`config.mk`:
```
export PLATFORM = sky130hd
export DESIGN_NAME = down_counter_timer
export DESIGN_NICKNAME = d
export VERILOG_FILES = /design/src/rtl/down_timer_pkg.sv /design/src/rtl/down_counter_timer_tick_prescaler.sv /design/src/rtl/down_counter_timer.sv
export SDC_FILE = /design/constraint.sdc
export NUM_CORES = 1
export LEC_CHECK = 0
export ABC_AREA = 0
export BUFFER_PORTS_ARGS = -buffer_cell sky130_fd_sc_hd__buf_4
export CORE_MARGIN = 5
export CORE_UTILIZATION = 47
export CTS_BUF_LIST = sky130_fd_sc_hd__clkbuf_8
export DETAILED_ROUTE_END_ITERATION = 6
export GPL_ROUTABILITY_DRIVEN = 0
export PLACE_DENSITY = 0.83
export SYNTH_ARGS = -nofsm -noshare
export SYNTH_HDL_FRONTEND = slang
export SYNTH_SLANG_ARGS = --single-unit
```
`constraint.sdc`:
```
create_clock -name clk -period 1.6 [get_ports clk]
set_input_delay 0.16 -clock clk [delete_from_list [all_inputs] [get_ports clk]]
set_output_delay 0.16 -clock clk [all_outputs]
set_load 0.005 [all_outputs]
```
`src/rtl/down_timer_pkg.sv`:
```
// Shared types and default sizing for the countdown timer and its prescaler.
package down_timer_pkg;

    localparam int unsigned DEF_WIDTH      = 4;
    localparam int unsigned DEF_PRESCALE_W = 4;

    typedef enum logic {
        IDLE = 1'b0,
        RUN  = 1'b1
    } timer_state_t;

endpackage

```
`src/rtl/down_counter_timer_tick_prescaler.sv`:
```
// Modulo-(prescale+1) cycle counter producing a one-cycle tick while enabled.
module tick_prescaler
    import down_timer_pkg::*;
#(
    parameter int unsigned PRESCALE_W = DEF_PRESCALE_W
) (
    input  logic                  clk,
    input  logic                  reset,
    input  logic                  clr_i,
    input  logic                  en_i,
    input  logic [PRESCALE_W-1:0] prescale_i,
    output logic                  tick_o
);

    localparam logic [PRESCALE_W-1:0] ONE = PRESCALE_W'(1);

    logic [PRESCALE_W-1:0] cnt_q;
    logic [PRESCALE_W-1:0] cnt_d;

    // Wrap is decided by the programmed divider, not by counter overflow.
    assign tick_o = en_i && (cnt_q == prescale_i);

    always_comb begin
        cnt_d = cnt_q;
        if (clr_i) begin
            cnt_d = '0;
        end else if (en_i) begin
            if (tick_o) begin
                cnt_d = '0;
            end else begin
                cnt_d = cnt_q + ONE;
            end
        end
    end

    always_ff @(posedge clk or negedge reset) begin
        if (!reset) begin
            cnt_q <= '0;
        end else begin
            cnt_q <= cnt_d;
        end
    end

endmodule

```
`src/rtl/down_counter_timer.sv`:
```
// Loadable countdown timer with start/busy/done handshake and optional auto-reload.
//   state | meaning
//   IDLE  | waiting for start; count holds last value
//   RUN   | counting down one step per prescaled tick
module down_counter_timer
    import down_timer_pkg::*;
#(
    parameter int unsigned WIDTH      = DEF_WIDTH,
    parameter int unsigned PRESCALE_W = DEF_PRESCALE_W
) (
    input  logic                  clk,
    input  logic                  reset,
    input  logic                  start_i,
    input  logic                  stop_i,
    input  logic                  auto_reload_i,
    input  logic [WIDTH-1:0]      load_val_i,
    input  logic [PRESCALE_W-1:0] prescale_i,
    output logic [WIDTH-1:0]      count_o,
    output logic                  busy_o,
    output logic                  done_o,
    output logic                  tc_o
);

    localparam logic [WIDTH-1:0] ONE = WIDTH'(1);

    timer_state_t     state_q;
    logic [WIDTH-1:0] count_q;
    logic             busy_q;
    logic             done_q;
    logic             tick;
    logic             start_accept;
    logic             running;

    assign running      = (state_q == RUN);
    assign start_accept = (state_q == IDLE) && start_i;

    tick_prescaler #(
        .PRESCALE_W (PRESCALE_W)
    ) u_prescaler (
        .clk        (clk),
        .reset      (reset),
        .clr_i      (start_accept),
        .en_i       (running),
        .prescale_i (prescale_i),
        .tick_o     (tick)
    );

    always_ff @(posedge clk or negedge reset) begin
        if (!reset) begin
            state_q <= IDLE;
            count_q <= '0;
            busy_q  <= 1'b0;
            done_q  <= 1'b0;
        end else begin
            done_q <= 1'b0;
            case (state_q)
                IDLE: begin
                    if (start_i) begin
                        if (load_val_i != '0) begin
                            count_q <= load_val_i;
                            busy_q  <= 1'b1;
                            state_q <= RUN;
                        end else begin
                            count_q <= '0;
                            done_q  <= 1'b1;
                        end
                    end
                end
                RUN: begin
                    // Abort freezes count where it is and suppresses done.
                    if (stop_i) begin
                        busy_q  <= 1'b0;
                        state_q <= IDLE;
                    end else if (tick) begin
                        if (count_q > ONE) begin
                            count_q <= count_q - ONE;
                        end else begin
                            done_q <= 1'b1;
                            if (auto_reload_i && (load_val_i != '0)) begin
                                count_q <= load_val_i;
                            end else begin
                                count_q <= '0;
                                busy_q  <= 1'b0;
                                state_q <= IDLE;
                            end
                        end
                    end
                end
                default: begin
                    state_q <= IDLE;
                    busy_q  <= 1'b0;
                end
            endcase
        end
    end

    assign count_o = count_q;
    assign busy_o  = busy_q;
    assign done_o  = done_q;
    assign tc_o    = (count_q == '0);

endmodule
```
==> reports/results.tsv <==
stage	metric	value	unit
route	Via density	5.710	
finish	P&R area growth vs syn	47.32	%
critical_path	family with the most delay on the worst path	compound AO/OA/AOI/OAI gates	
global_route	GRT Util Overall	15.70	%
critical_path	CP required	1.73	ns
synth	Synth Area in Adders	6.908	%
critical_path	Crit Path Max Fanout	5	
finish	most common cell after layout, fill and taps aside	buf_4	
critical_path	Arrival @ worst endpoint	1.70	ns
sta	Final Hold Viols	0	
critical_path	crit end category	flip-flop	
finish	NumNets Final	126	
placement	DP Cell Count	116	
sta	Worst Tran Pin Value	0.3833	ns
cts	Clock Sinks	11	
critical_path	Startpoint Class	flip-flop	
finish	Non-Filler Instances	124	
synth	Cells after Synth	78	
synth	#FFs+latches synth	11	
outcome	status	finished, final reports clean	
synth	mapped cell area	724.4	um^2
finish	most frequent cells in the layout	25 x buf_4, 9 x dfrtp_1, 8 x nand2_1, 6 x o21ai_0	
sta	Final min period	1.570	ns
synth	simple-gate share of the synthesized area	20.90	%
cts	CTS tree	done	
cts	CTS Buffer Depth	2	
worst_hold_path	Hold Path Origin	stop_i	
critical_path	FF-to-FF setup slack	0.03	ns
finish	Ant. Diodes	0	
global_route	initial antenna violation count	0	
die	full die area	2427	um^2
die	starting density of the core	48.66	%
route	DRT Wirelength	1947	um
synth	Seq/Total Area, Yosys	38.00	%
worst_hold_path	Hold WC Path Type	input pin to flip-flop	
critical_path	RR Startpoint	u_prescaler.cnt_q[2]$_DFFE_PN0P_	
sta	fmax	636.9	MHz
critical_path	crit path buf inv count	0	
die	Chip Width	49.26	um
synth	area leader, netlist	dfrtp_1	
cts	clock latency on the worst-skew pair	0.24	ns
cts	Num CTS Buffers	3	
critical_path	Worst path slowest cell	dfrtp_1	
sta	tightest hold margin	0.2052	ns
critical_path	cells on worst reg2reg path	5	
sta	worst slew margin relative to its limit	74.45	%
finish	fill cell count	110	
sta	final setup skew	0.004404	ns
route	DR iter-0 viols	21	
global_route	first-pass GRT wire length	2987	um
cts	Root Driver	clkbuf_8	
die	core area	1489	um^2
pwr	maximum vdd ir drop	0.8772	mV
critical_path	slowest stage delay, CP	0.44	ns
synth	multiplexer share of the synthesized area	0	%
worst_hold_path	worst hold path depth	4	
synth	yosys warns	0	
critical_path	kind of critical path	flip-flop to flip-flop	
global_route	GR Overflow Total	0	
placement	Post-DP HPWL	1257	um
route	Via Count	708	
cts	H-Tree Depth	1	
synth	post-synthesis cell type count	30	
sta	Tcrit/Tclk final	98.14	%
route	number of iterations in the first detailed-routing pass	4	
synth	XOR/XNOR Fraction of Synth Area	4.836	%
job	# Max-Cap Violations	0	
critical_path	r2r endpoint	count_o[0]$_DFFE_PN0P_	
placement	Placement Cell Area	912.1	um^2
synth	syn avg cell area	9.288	um^2
placement	IO Port Bufs	19	
pwr	Pleak	0.4883	nW
die	height of the die	49.26	um
finish	share of post-route cells with drive strength above 1	45.37	%
global_route	largest net degree at the start of global routing	13	
sta	RSZ-0062 raised after global routing	true	
synth	ranking of synthesized cells by area	dfrtp_1 38%, ha_1 6.9%, xnor2_1 4.8%	
pwr	PD cells	1578	nW/um^2
cts	clock slew at reported path FFs	0.06	ns
route	routed length per instance	15.70	um
route	post-route ant nets	0	
worst_hold_path	Hold Path Sink	running$_DFF_PN0_	
synth	Net Count, Synth	95	
die	# rows	14	
critical_path	critical path, cell by cell	xnor2_2 > nand4_2 > o31ai_2 > a21oi_1 > a21o_1	
synth	Synth top area share	38.00	%
global_route	vias in the first global route	693	
route	Remaining DRCs	0	
sta	Slew Limit Fails	0	
finish	fin area	1067	um^2
die	I/O pin cnt	20	
sta	setup violators final	0	
synth	Compound-Gate Fraction of Synth Area	26.60	%
synth	largest family of logic cells by synthesized area	compound AO/OA/AOI/OAI gates	
-- power breakdown --
group	internal [mW]	switching [mW]	leakage, nW
Sequential	0.370	0.168	0.135
Combinational	0.437	0.420	0.328
Clock	0.172	0.118	0.0255
-- how the worst max path moves through the flow --
stage | cells after the start | startpoint | slack [ns] | to
after floorplan | 6 | count_o[0]$_DFFE_PN0P_ | 0.04 | count_o[2]$_DFFE_PN0P_
after global placement | 7 | count_o[0]$_DFFE_PN0P_ | 0.0002 | count_o[0]$_DFFE_PN0P_
after detailed placement | 6 | count_o[0]$_DFFE_PN0P_ | 0.01 | count_o[2]$_DFFE_PN0P_
after CTS | 7 | count_o[0]$_DFFE_PN0P_ | 0.001 | count_o[3]$_DFFE_PN0P_
after global routing | 7 | count_o[0]$_DFFE_PN0P_ | -0.05 | count_o[3]$_DFFE_PN0P_
final | 5 | u_prescaler.cnt_q[2]$_DFFE_PN0P_ | 0.03 | count_o[0]$_DFFE_PN0P_
-- area by class of cell --
cell class              count  area (um^2)  share of cell area, %
multi-input cells          63        510.5                  47.83
flip-flops and latches     11        277.8                  26.03
repair buffers             26        197.7                  18.52
clock buffers               3        41.29                  3.869
well taps                  16        20.02                  1.876
inverters                   4        15.01                  1.407
clock inverters             1        5.005                 0.4689
-- cell families (layout without fill, tap and decap cells) --
family	count (synthesis)	after routing
and+or+nand+nor	28	28
DFF	11	11
buffers and inverters	5	34
adders and majority gates	4	4
AOI/OAI and AO/OA	26	27
xor gates and xnor gates	4	4
-- cell usage after synthesis --
cell type and count:
inv_1 4, ha_1 4, o31ai_1 1, and4_2 1, o211ai_1 1, nor2_1 6, o21ai_2 1, or4_4 1
a211o_1 1, nor3b_1 2, nand3_1 2, xnor2_1 4, o31ai_4 1, a32o_1 1, nand4_2 1, a21o_2 1
a22oi_1 1, nand2b_1 3, nor3_1 3, dfrtp_1 11, nand2_1 8, a31oi_1 3, o22ai_1 1, buf_2 1
o21ai_4 1, o21ai_0 6, nand2_2 1, a22o_1 1, a21o_1 1, a21oi_1 5
-- per-stage QoR --
stage	total power, mW	util (%)	setup slack [ns]	TNS (ns)
after floorplan	0.8707	-	0.04343	0
after global placement	1.152	61.26	0.0002177	0
after detailed placement	1.165	61.26	0.01453	0
after CTS	1.502	65.38	0.0009849	0
after global routing	1.804	71.68	-0.05363	-0.2286
final	1.684	71.68	0.02982	0
-- worst min-delay path: stages --
cell     delay [ns]
buf_4          0.09
a31oi_1        0.04
nand2_1        0.05
o21ai_0        0.06
-- sequential cells by signal, summed over array words and instances (netlist names) --
signal	flops
u_prescaler.cnt_q	4
busy_o	1
running	1
done_o	1
count_o	4
-- metal layers --
metal / wire length, um / global-route usage, % / vias to the layer above
met3: 102 / 5.199 / 4
li1: - / - / 348
met5: 0 / 0 / -
met2: 947 / 24.46 / 18
met1: 860 / 18.94 / 338
met4: 36 / 8.072 / 0
-- repair_timing --
item,in CTS,in global routing
setup endpoints to repair,3,5
pin swaps,0,5
buffers inserted,0,2
hold buffers,1,0
endpoints found under the hold margin,11,0
gates cloned,0,1
resized for setup,4,11
Note: power is estimated with default switching activity, not from simulation.
